[config.mk]
export PLATFORM = sky130hd
export DESIGN_NAME = instr_feeder
export DESIGN_NICKNAME = d
export VERILOG_FILES = /design/src/rtl/instr_feeder.sv
export SDC_FILE = /design/constraint.sdc
export NUM_CORES = 1
export LEC_CHECK = 0
export CAP_MARGIN = 30
export CORE_UTILIZATION = 40
export CTS_BUF_LIST = sky130_fd_sc_hd__clkbuf_4 sky130_fd_sc_hd__clkbuf_8
export CTS_CLUSTER_SIZE = 12
export DETAILED_ROUTE_END_ITERATION = 10
export GPL_TIMING_DRIVEN = 1
export HOLD_SLACK_MARGIN = 0.06
export PLACE_DENSITY = 0.68
export SETUP_SLACK_MARGIN = 0.3
export SYNTH_ARGS = -nofsm -noshare
export SYNTH_HDL_FRONTEND = slang
export SYNTH_SLANG_ARGS = --single-unit
[constraint.sdc]
create_clock -name clk -period 2.6 [get_ports clk]
set_input_delay 0.52 -clock clk [delete_from_list [all_inputs] [get_ports clk]]
set_output_delay 0.52 -clock clk [all_outputs]
set_load 0.02 [all_outputs]
[src/rtl/instr_feeder.sv]
// Byte assembler, 16-bit FIFO and two-beat load sequencer feeding the mini-RISC core.
// Define INSTR_FEEDER_CNT_EN to add the issued_cnt output (EXEC-cycle counter).
module instr_feeder #(
    parameter int unsigned DEPTH = 8,
    parameter int unsigned GAP   = 0
) (
    input  logic                   clk,
    input  logic                   rst,
    input  logic                   wr_valid,
    input  logic [7:0]             wr_data,
    output logic                   wr_ready,
    input  logic                   run,
    input  logic                   flush,
    output logic [7:0]             core_ui,
    output logic [7:0]             core_uio,
    output logic                   busy,
    output logic                   empty,
    output logic                   full,
    output logic [$clog2(DEPTH):0] level,
`ifdef INSTR_FEEDER_CNT_EN
    output logic [7:0]             issued_cnt,
`endif
    output logic                   bit7_clash
);
    localparam int unsigned AW        = $clog2(DEPTH);
    localparam logic [AW:0] LevelFull = (AW + 1)'(DEPTH);
    localparam logic [3:0]  WaitLoad  = 4'(GAP - 1);

    typedef enum logic [2:0] {StIdle, StSendLo, StSendHi, StExec, StWait} state_e;

    state_e        state_q, state_d;
    logic [7:0]    ui_q, ui_d, uio_q, uio_d;
    logic [7:0]    hi_q, hi_d, lo_q, lo_d;
    logic          half_q, half_d, clash_q, clash_d;
    logic [AW-1:0] wr_ptr_q, wr_ptr_d, rd_ptr_q, rd_ptr_d;
    logic [AW:0]   level_q, level_d;
    logic [3:0]    wait_q, wait_d;
    logic [15:0]   mem_q [DEPTH];
    logic [15:0]   head;
    logic          accept, push, pop, select;
`ifdef INSTR_FEEDER_CNT_EN
    logic [7:0]    cnt_q, cnt_d;
    assign issued_cnt = cnt_q;
`endif

    assign empty      = (level_q == '0);
    assign full       = (level_q == LevelFull);
    assign wr_ready   = !(full && half_q);
    assign busy       = (state_q != StIdle);
    assign level      = level_q;
    assign core_ui    = ui_q;
    assign core_uio   = uio_q;
    assign bit7_clash = clash_q;
    assign head       = mem_q[rd_ptr_q];

    always_comb begin
        state_d  = state_q;
        ui_d     = ui_q;
        uio_d    = uio_q;
        hi_d     = hi_q;
        lo_d     = lo_q;
        half_d   = half_q;
        clash_d  = clash_q;
        wait_d   = wait_q;
        pop      = 1'b0;
        select   = 1'b0;
        accept   = wr_valid && wr_ready;
        push     = accept && half_q;
`ifdef INSTR_FEEDER_CNT_EN
        cnt_d    = (state_q == StExec) ? cnt_q + 8'd1 : cnt_q;
`endif
        if (accept) begin
            half_d = !half_q;
            if (!half_q) lo_d = wr_data;
        end
        if (push && !lo_q[7]) clash_d = 1'b1;

        case (state_q)
            StIdle:   select = 1'b1;
            StSendLo: begin
                state_d = StSendHi;
                ui_d    = 8'h80;
                uio_d   = hi_q;
            end
            StSendHi: begin
                state_d = StExec;
                ui_d    = '0;
                uio_d   = '0;
            end
            StExec: begin
                if (GAP == 0) begin
                    select = 1'b1;
                end else begin
                    state_d = StWait;
                    wait_d  = WaitLoad;
                    ui_d    = '0;
                    uio_d   = '0;
                end
            end
            StWait: begin
                if (wait_q == '0) select = 1'b1;
                else              wait_d = wait_q - 4'd1;
            end
            default: begin
                state_d = StIdle;
                ui_d    = '0;
                uio_d   = '0;
            end
        endcase

        // Last cycle of EXEC/WAIT decides like IDLE so the gap is exactly GAP cycles.
        if (select) begin
            state_d = StIdle;
            ui_d    = '0;
            uio_d   = '0;
            if (run && !empty) begin
                pop     = 1'b1;
                hi_d    = head[15:8];
                ui_d    = head[7:0] | 8'h80;
                state_d = StSendLo;
            end
        end

        wr_ptr_d = push ? wr_ptr_q + 1'b1 : wr_ptr_q;
        rd_ptr_d = pop  ? rd_ptr_q + 1'b1 : rd_ptr_q;
        case ({push, pop})
            2'b10:   level_d = level_q + 1'b1;
            2'b01:   level_d = level_q - 1'b1;
            default: level_d = level_q;
        endcase

        if (flush) begin
            push     = 1'b0;
            pop      = 1'b0;
            state_d  = StIdle;
            ui_d     = '0;
            uio_d    = '0;
            hi_d     = '0;
            lo_d     = '0;
            half_d   = 1'b0;
            clash_d  = 1'b0;
            wait_d   = '0;
            wr_ptr_d = '0;
            rd_ptr_d = '0;
            level_d  = '0;
`ifdef INSTR_FEEDER_CNT_EN
            cnt_d    = '0;
`endif
        end
    end

    always_ff @(posedge clk or posedge rst) begin
        if (rst) begin
            state_q  <= StIdle;
            ui_q     <= '0;
            uio_q    <= '0;
            hi_q     <= '0;
            lo_q     <= '0;
            half_q   <= 1'b0;
            clash_q  <= 1'b0;
            wait_q   <= '0;
            wr_ptr_q <= '0;
            rd_ptr_q <= '0;
            level_q  <= '0;
`ifdef INSTR_FEEDER_CNT_EN
            cnt_q    <= '0;
`endif
        end else begin
            state_q  <= state_d;
            ui_q     <= ui_d;
            uio_q    <= uio_d;
            hi_q     <= hi_d;
            lo_q     <= lo_d;
            half_q   <= half_d;
            clash_q  <= clash_d;
            wait_q   <= wait_d;
            wr_ptr_q <= wr_ptr_d;
            rd_ptr_q <= rd_ptr_d;
            level_q  <= level_d;
`ifdef INSTR_FEEDER_CNT_EN
            cnt_q    <= cnt_d;
`endif
        end
    end

    always_ff @(posedge clk) begin
        if (push) mem_q[wr_ptr_q] <= {wr_data, lo_q};
    end
endmodule

==> impl_metrics.json, run 1 <==
{
  "dp_cells": 639,
  "ant_nets": 0,
  "crit_path_cell_trace": "buf_4 -> nor4b_4 -> or2_4 -> nand2_4 -> buf_4 -> xnor2_1 -> ha_2 -> or4_1 -> o41ai_2 -> a2111oi_2",
  "netlist_area_sq_um": 6490,
  "area.growth.synth_to_final_pct": 21.5,
  "final_cell_mix": "edfxtp_1, dfrtp_1, nor2_1, clkdlybuf4s50_1, buf_4",
  "first_iter_violations": 281,
  "final_common_cell": "edfxtp_1",
  "grt_max_degree": 47,
  "layout_min_cycle_time_ns": 2.24,
  "initial_core_util_pct": 40.9,
  "path_clk_slew_ns": 0.08,
  "rows": 46,
  "hpwlAfterDp_mm": 8.56,
  "drtPass1Iterations": 6,
  "fp.dieH_microns": 129,
  "grt_use_total_pct": 16.7,
  "drt_wl_total_mm": 12.5,
  "finalSetupViolCount": 0,
  "post_drt_wl_per_cell_microns": 18.5,
  "hold_class": "in2async",
  "max_slew_margin_pct": 46.5,
  "switching_share_pct": 28.2,
  "clockBufferDepth": 2,
  "cts_hold_buf": 0,
  "drc_errors": 0,
  "finClkSkew_ns": 0.00774,
  "antenna_cells": 0,
  "crit_top_cell": "buf_4",
  "power.share.combinational_pct": 27.2,
  "synth_nets": 390,
  "numCtsBuffers": 17,
  "grt_pass1_wl_mm": 20.1,
  "power_frac_seq_pct": 43.8,
  "r2r_slack_ns": 0.36,
  "yosysWarningCount": 0,
  "ys_ff_latch": 166,
  "io_buffer_count": 37,
  "die_x_microns": 129,
  "end_kind": "flip-flop",
  "worstMarginPinSlew_ns": 0.802,
  "antenna_found_initial": 0,
  "cts_tree": "yes",
  "ir_drop_uv": 392,
  "finalNetCount": 464,
  "start_kind": "flip-flop",
  "ys_top_cells_by_area": "edfxtp_1, dfrtp_1, mux4_2",
  "core_sq_um": 15900,
  "rsz0062_at_grt": "yes",
  "cp.arrival_ns": 2.57,
  "yosysUniqueCellTypes": 37,
  "seq_area_frac_synth_pct": 73.2,
  "die_area_sq_um": 16700,
  "place.gp.congestion": 0.807,
  "crit_fanout": 7,
  "n_fill_cell": 1333,
  "drt-vias-per-instance": 5.04,
  "pin_count": 38,
  "grt_pass1_vias": 3605,
  "synth_top_cell_area_share_pct": 55.5,
  "required_ns": 2.93,
  "grt_overflow_total": 0,
  "finalHoldViolations": 0,
  "post-route-period-util_pct": 86.3,
  "maxCapViolCount": 0,
  "vias": 3394,
  "slowest_stage": "or4_1",
  "drive_gt1_share_pct": 26.9,
  "htreeDepth": 4,
  "instances_no_fill": 673,
  "clkPwrFrac_pct": 29.1,
  "root_buffer": "clkbuf_8",
  "fin_util_pct": 49.7,
  "slew_violations": 0,
  "outcome": "finished clean",
  "p_int_uw": 5090,
  "clk_latency_ns": 0.45,
  "yosys.area.top_type": "edfxtp_1",
  "power_density_nw_per_um2": 899,
  "switchingPower_uw": 2000,
  "max_stage_delay_ns": 0.43,
  "postSynthAreaPerCell_sq_um": 17.5,
  "syn_inst": 370,
  "clock-sinks": 166,
  "fmax_ghz": 0.446,
  "path_class": "reg2reg",
  "power_leakage_uw": 0.00280
}
-- layout make-up --
cell class / count / area (sq um) / share of cell area (%)
Inverter: 7 / 31.3 / 0.397
Sequential cell: 166 / 4760 / 60.3
Clock buffer: 18 / 241 / 3.06
Clock inverter: 14 / 206 / 2.62
Timing Repair Buffer: 74 / 683 / 8.66
Multi-Input combinational cell: 178 / 1700 / 21.5
Tap cell: 216 / 270 / 3.43
-- metrics by stage --
stage	total power [uW]	hold slack, ns	area, sq um	setup TNS [ns]	setup slack, ns
global route	7440	0.433	7890	0	0.265
global placement	5020	0.486	7400	-0.169	-0.0133
detailed placement	5070	0.498	7400	-0.282	-0.0163
finish	7090	0.415	7890	0	0.357
floorplan	4450	0.477	6550	0	0.109
CTS	7120	0.401	7850	0	0.247
-- power groups by stage --
stage / Sequential [uW] / Combinational (uW) / Clock [uW]
2_1_floorplan: 3200 / 1250 / 0
3_3_place_gp: 3150 / 1860 / 0
3_5_place_dp: 3170 / 1900 / 0
4_1_cts: 3110 / 1900 / 2110
5_1_grt: 3120 / 2120 / 2200
6_report: 3100 / 1930 / 2060
-- timing repair --
action | CTS | global route
endpoints found under the setup margin | 3 | 4
resized for setup | 11 | 5
pin swaps | 0 | 1
buffers inserted | 1 | 1
-- path summary, 6_finish.rpt --
path                       startpoint  cells past startpoint          end
setup reg to reg             level[0]                     10     level[2]
hold / removal                    rst                      3   core_ui[6]
hold reg to reg               hi_q[2]                      1  core_uio[2]
setup / recovery             level[0]                     10     level[2]
min in group clk              hi_q[2]                      1  core_uio[2]
max in group asynchronous         rst                      3     level[2]
-- critical path: cells and delay by family (launching register included) --
family | cells | cell delay, ns
adders and majority gates | 1 | 0.19
AOI/OAI and AO/OA | 2 | 0.14
and+or+nand+nor | 4 | 0.95
DFF | 1 | 0.41
buffers and inverters | 2 | 0.30
xor gates and xnor gates | 1 | 0.12
-- synth_stat cells --
master and instances:
xnor2_1 3, ha_1 7, a31oi_1 1, or4_1 1
edfxtp_1 120, a21bo_2 1, a211oi_1 8, nand2b_1 4
xor2_1 3, nand4_1 1, and3_1 8, clkbuf_1 11
a21oi_1 11, inv_1 6, a2111oi_2 1, nor3_1 3
a41oi_1 1, or3_1 2, dfrtp_1 46, mux2i_1 17
buf_1 4, nor4b_4 1, clkinv_2 1, nor2_1 34
mux4_2 30, o41ai_1 1, nor2_4 1, o22ai_1 1
xnor2_4 1, or4_4 1, or2_1 1, nand2_1 30
or2_2 1, a2111oi_0 1, nor2b_1 3, buf_2 3
buf_6 1
-- logic make-up after synthesis --
logic type / after synthesis / synth area share, %
flip-flops: 166 / 73.2
AND/OR/NAND/NOR: 91 / 6.69
multiplexers: 47 / 13.0
AO/OA/AOI/OAI: 26 / 2.76
buffers and inverters: 26 / 1.70
XOR/XNOR: 7 / 1.23
adder cells (fa/ha/maj): 7 / 1.35
-- registers in the layout (all words and copies together), names as in the netlist --
name / count
mem_q: 120
core_ui: 8
core_uio: 8
hi_q: 8
lo_q: 8
level: 4
rd_ptr_q: 3
wr_ptr_q: 3
state_q: 2
bit7_clash: 1
half_q: 1
-- layer usage --
metal / vias up / track usage (%) / routed length [microns]
met5: - / 0 / 0
met4: 0 / 7.40 / 250
met3: 19 / 3.59 / 498
met2: 91 / 26.4 / 6050
met1: 1729 / 22.3 / 5670
li1: 1555 / - / -
Note: power is estimated with default switching activity, not from simulation.
==> run 2, diff against run 1 <==
MAX_ROUTING_LAYER = met4   (was unset)
==> run 2 against run 1 <==
Critical path type unchanged; sequential share of layout area unchanged; flip-flop and latch count is the same; largest cell class unchanged; largest power group unchanged; critical endpoint unchanged; worst setup slack got worse by 0.00064 ns; via count hardly changed.
==> impl_metrics.json, run 2 (synthesis gave the netlist of run 1 again) <==
{
  "outcome": "finished clean",
  "maxCapViolCount": 0,
  "cts_hold_buf": 0,
  "ir_drop_uv": 391,
  "wl_met1_mm": 5.74,
  "finalSetupViolCount": 0,
  "place.gp.congestion": 0.819,
  "required_ns": 2.93,
  "post-route-period-util_pct": 86.3,
  "power_density_nw_per_um2": 899,
  "grt_max_degree": 47,
  "drc_errors": 0,
  "end_kind": "flip-flop",
  "area.growth.synth_to_final_pct": 21.5,
  "r2r_slack_ns": 0.36,
  "r2r_end": "level[2]",
  "drive_gt1_share_pct": 26.9,
  "slowest_stage": "or4_1",
  "numCtsBuffers": 17,
  "hold_class": "in2async",
  "drt_wl_total_mm": 12.4,
  "crit_path_cell_trace": "buf_4 -> nor4b_4 -> or2_4 -> nand2_4 -> buf_4 -> xnor2_1 -> ha_2 -> or4_1 -> o41ai_2 -> a2111oi_2",
  "route.met3.wl_microns": 410,
  "wl_met2_mm": 6.04,
  "io_buffer_count": 37,
  "max_slew_margin_pct": 46.0,
  "die_area_sq_um": 16700,
  "cp.arrival_ns": 2.58,
  "first_iter_violations": 295,
  "antenna_found_initial": 0,
  "total_power_uw": 7090,
  "grt_pass1_vias": 3610,
  "clockBufferDepth": 2,
  "max_stage_delay_ns": 0.43,
  "core_sq_um": 15900,
  "finalNetCount": 464,
  "ant_nets": 0,
  "final_cell_mix": "edfxtp_1, dfrtp_1, nor2_1, clkdlybuf4s50_1, buf_4",
  "htreeDepth": 4,
  "path_class": "reg2reg",
  "start_kind": "flip-flop",
  "hpwlAfterDp_mm": 8.56,
  "die_x_microns": 129,
  "grt_use_total_pct": 17.2,
  "r2r_cells": 10,
  "startpoint": "level[0]",
  "post_drt_wl_per_cell_microns": 18.5,
  "path_clk_slew_ns": 0.08,
  "timing.rr.start": "level[0]",
  "clock-sinks": 166,
  "largest_register_ffs": 120,
  "antenna_cells": 0,
  "rows": 46,
  "slew_violations": 0,
  "initial_core_util_pct": 40.9,
  "power_leakage_uw": 0.00280,
  "maxUsedRoutingLayer": "met4",
  "dp_cells": 639,
  "crit_top_cell": "buf_4",
  "finalHoldViolations": 0,
  "finClkSkew_ns": 0.00854,
  "largest-register": "mem_q",
  "cts_tree": "yes",
  "drt-vias-per-instance": 5.04,
  "final_common_cell": "edfxtp_1",
  "clk_latency_ns": 0.46,
  "drtPass1Iterations": 4,
  "worstMarginPinSlew_ns": 0.810,
  "grt_overflow_total": 0,
  "fp.dieH_microns": 129,
  "fmax_ghz": 0.446,
  "vias": 3395,
  "instances_no_fill": 673,
  "pin_count": 38,
  "crit_fanout": 7,
  "rsz0062_at_grt": "yes",
  "root_buffer": "clkbuf_8",
  "grt_pass1_wl_mm": 20.1,
  "layout_min_cycle_time_ns": 2.24
}
==> run 2: cell counts in the layout (fill, tap and decap cells not counted) <==
Identical to the previous run, type by type.
==> run 2: where the power goes <==
group	leakage, uW	switching [uW]	total, uW	internal [uW]
Combinational	0.000868	970	1930	958
Sequential	0.00171	111	3100	2990
Clock	0.000221	917	2060	1150
Total	0.00280	2000	7090	5090
==> run 2: worst max-delay path by stage <==
stage                     slack (ns)  cells past startpoint      endpoint
final                           0.36                     10      level[2]
after global routing            0.26                     11      level[3]
after CTS                       0.25                      3         empty
after detailed placement       -0.02                      7  mem_q[2][10]
after global placement         -0.01                      7   mem_q[2][9]
after floorplan                 0.11                      5   mem_q[6][0]
==> run 2: timing repair <==
item                       in CTS  in global routing
setup endpoints to repair       3                  4
setup buffers                   1                  1
gates resized for setup        11                  5
pin swaps                       0                  1
==> run 2: metrics by stage <==
| step | util [%] | TNS (ns) | hold WS, ns | area [sq um] | worst slack (ns) |
|---|---|---|---|---|---|
| after floorplan | - | 0 | 0.477 | 6550 | 0.109 |
| after global placement | 46.6 | -0.169 | 0.486 | 7400 | -0.0133 |
| after detailed placement | 46.6 | -0.282 | 0.498 | 7400 | -0.0163 |
| after CTS | 49.4 | 0 | 0.401 | 7850 | 0.247 |
| after global routing | 49.7 | 0 | 0.433 | 7890 | 0.265 |
| final | 49.7 | 0 | 0.412 | 7890 | 0.356 |
==> run 2: critical path, delay by kind of cell, from the launching register on <==
| family | cells | cell delay, ns |
|---|---|---|
| buffers and inverters | 2 | 0.30 |
| adder cells (fa/ha/maj) | 1 | 0.19 |
| AND/OR/NAND/NOR | 4 | 0.95 |
| AO/OA/AOI/OAI | 2 | 0.14 |
| XOR/XNOR | 1 | 0.12 |
| flip-flops | 1 | 0.41 |
==> run 2: area by class of cell <==
class	instances	area, sq um
tap	216	270
fill	1333	8000
clock buffer	18	241
timing repair buffer	74	683
sequential	166	4760
inverter	7	31.3
clock inverter	14	206
multi-input combinational	178	1700
==> run 2: per-layer routing <==
metal | vias up | global-route usage, %
li1 | 1554 | -
met1 | 1740 | 22.4
met2 | 78 | 26.4
met3 | 23 | 3.47
met4 | 0 | 7.40
met5 | - | -
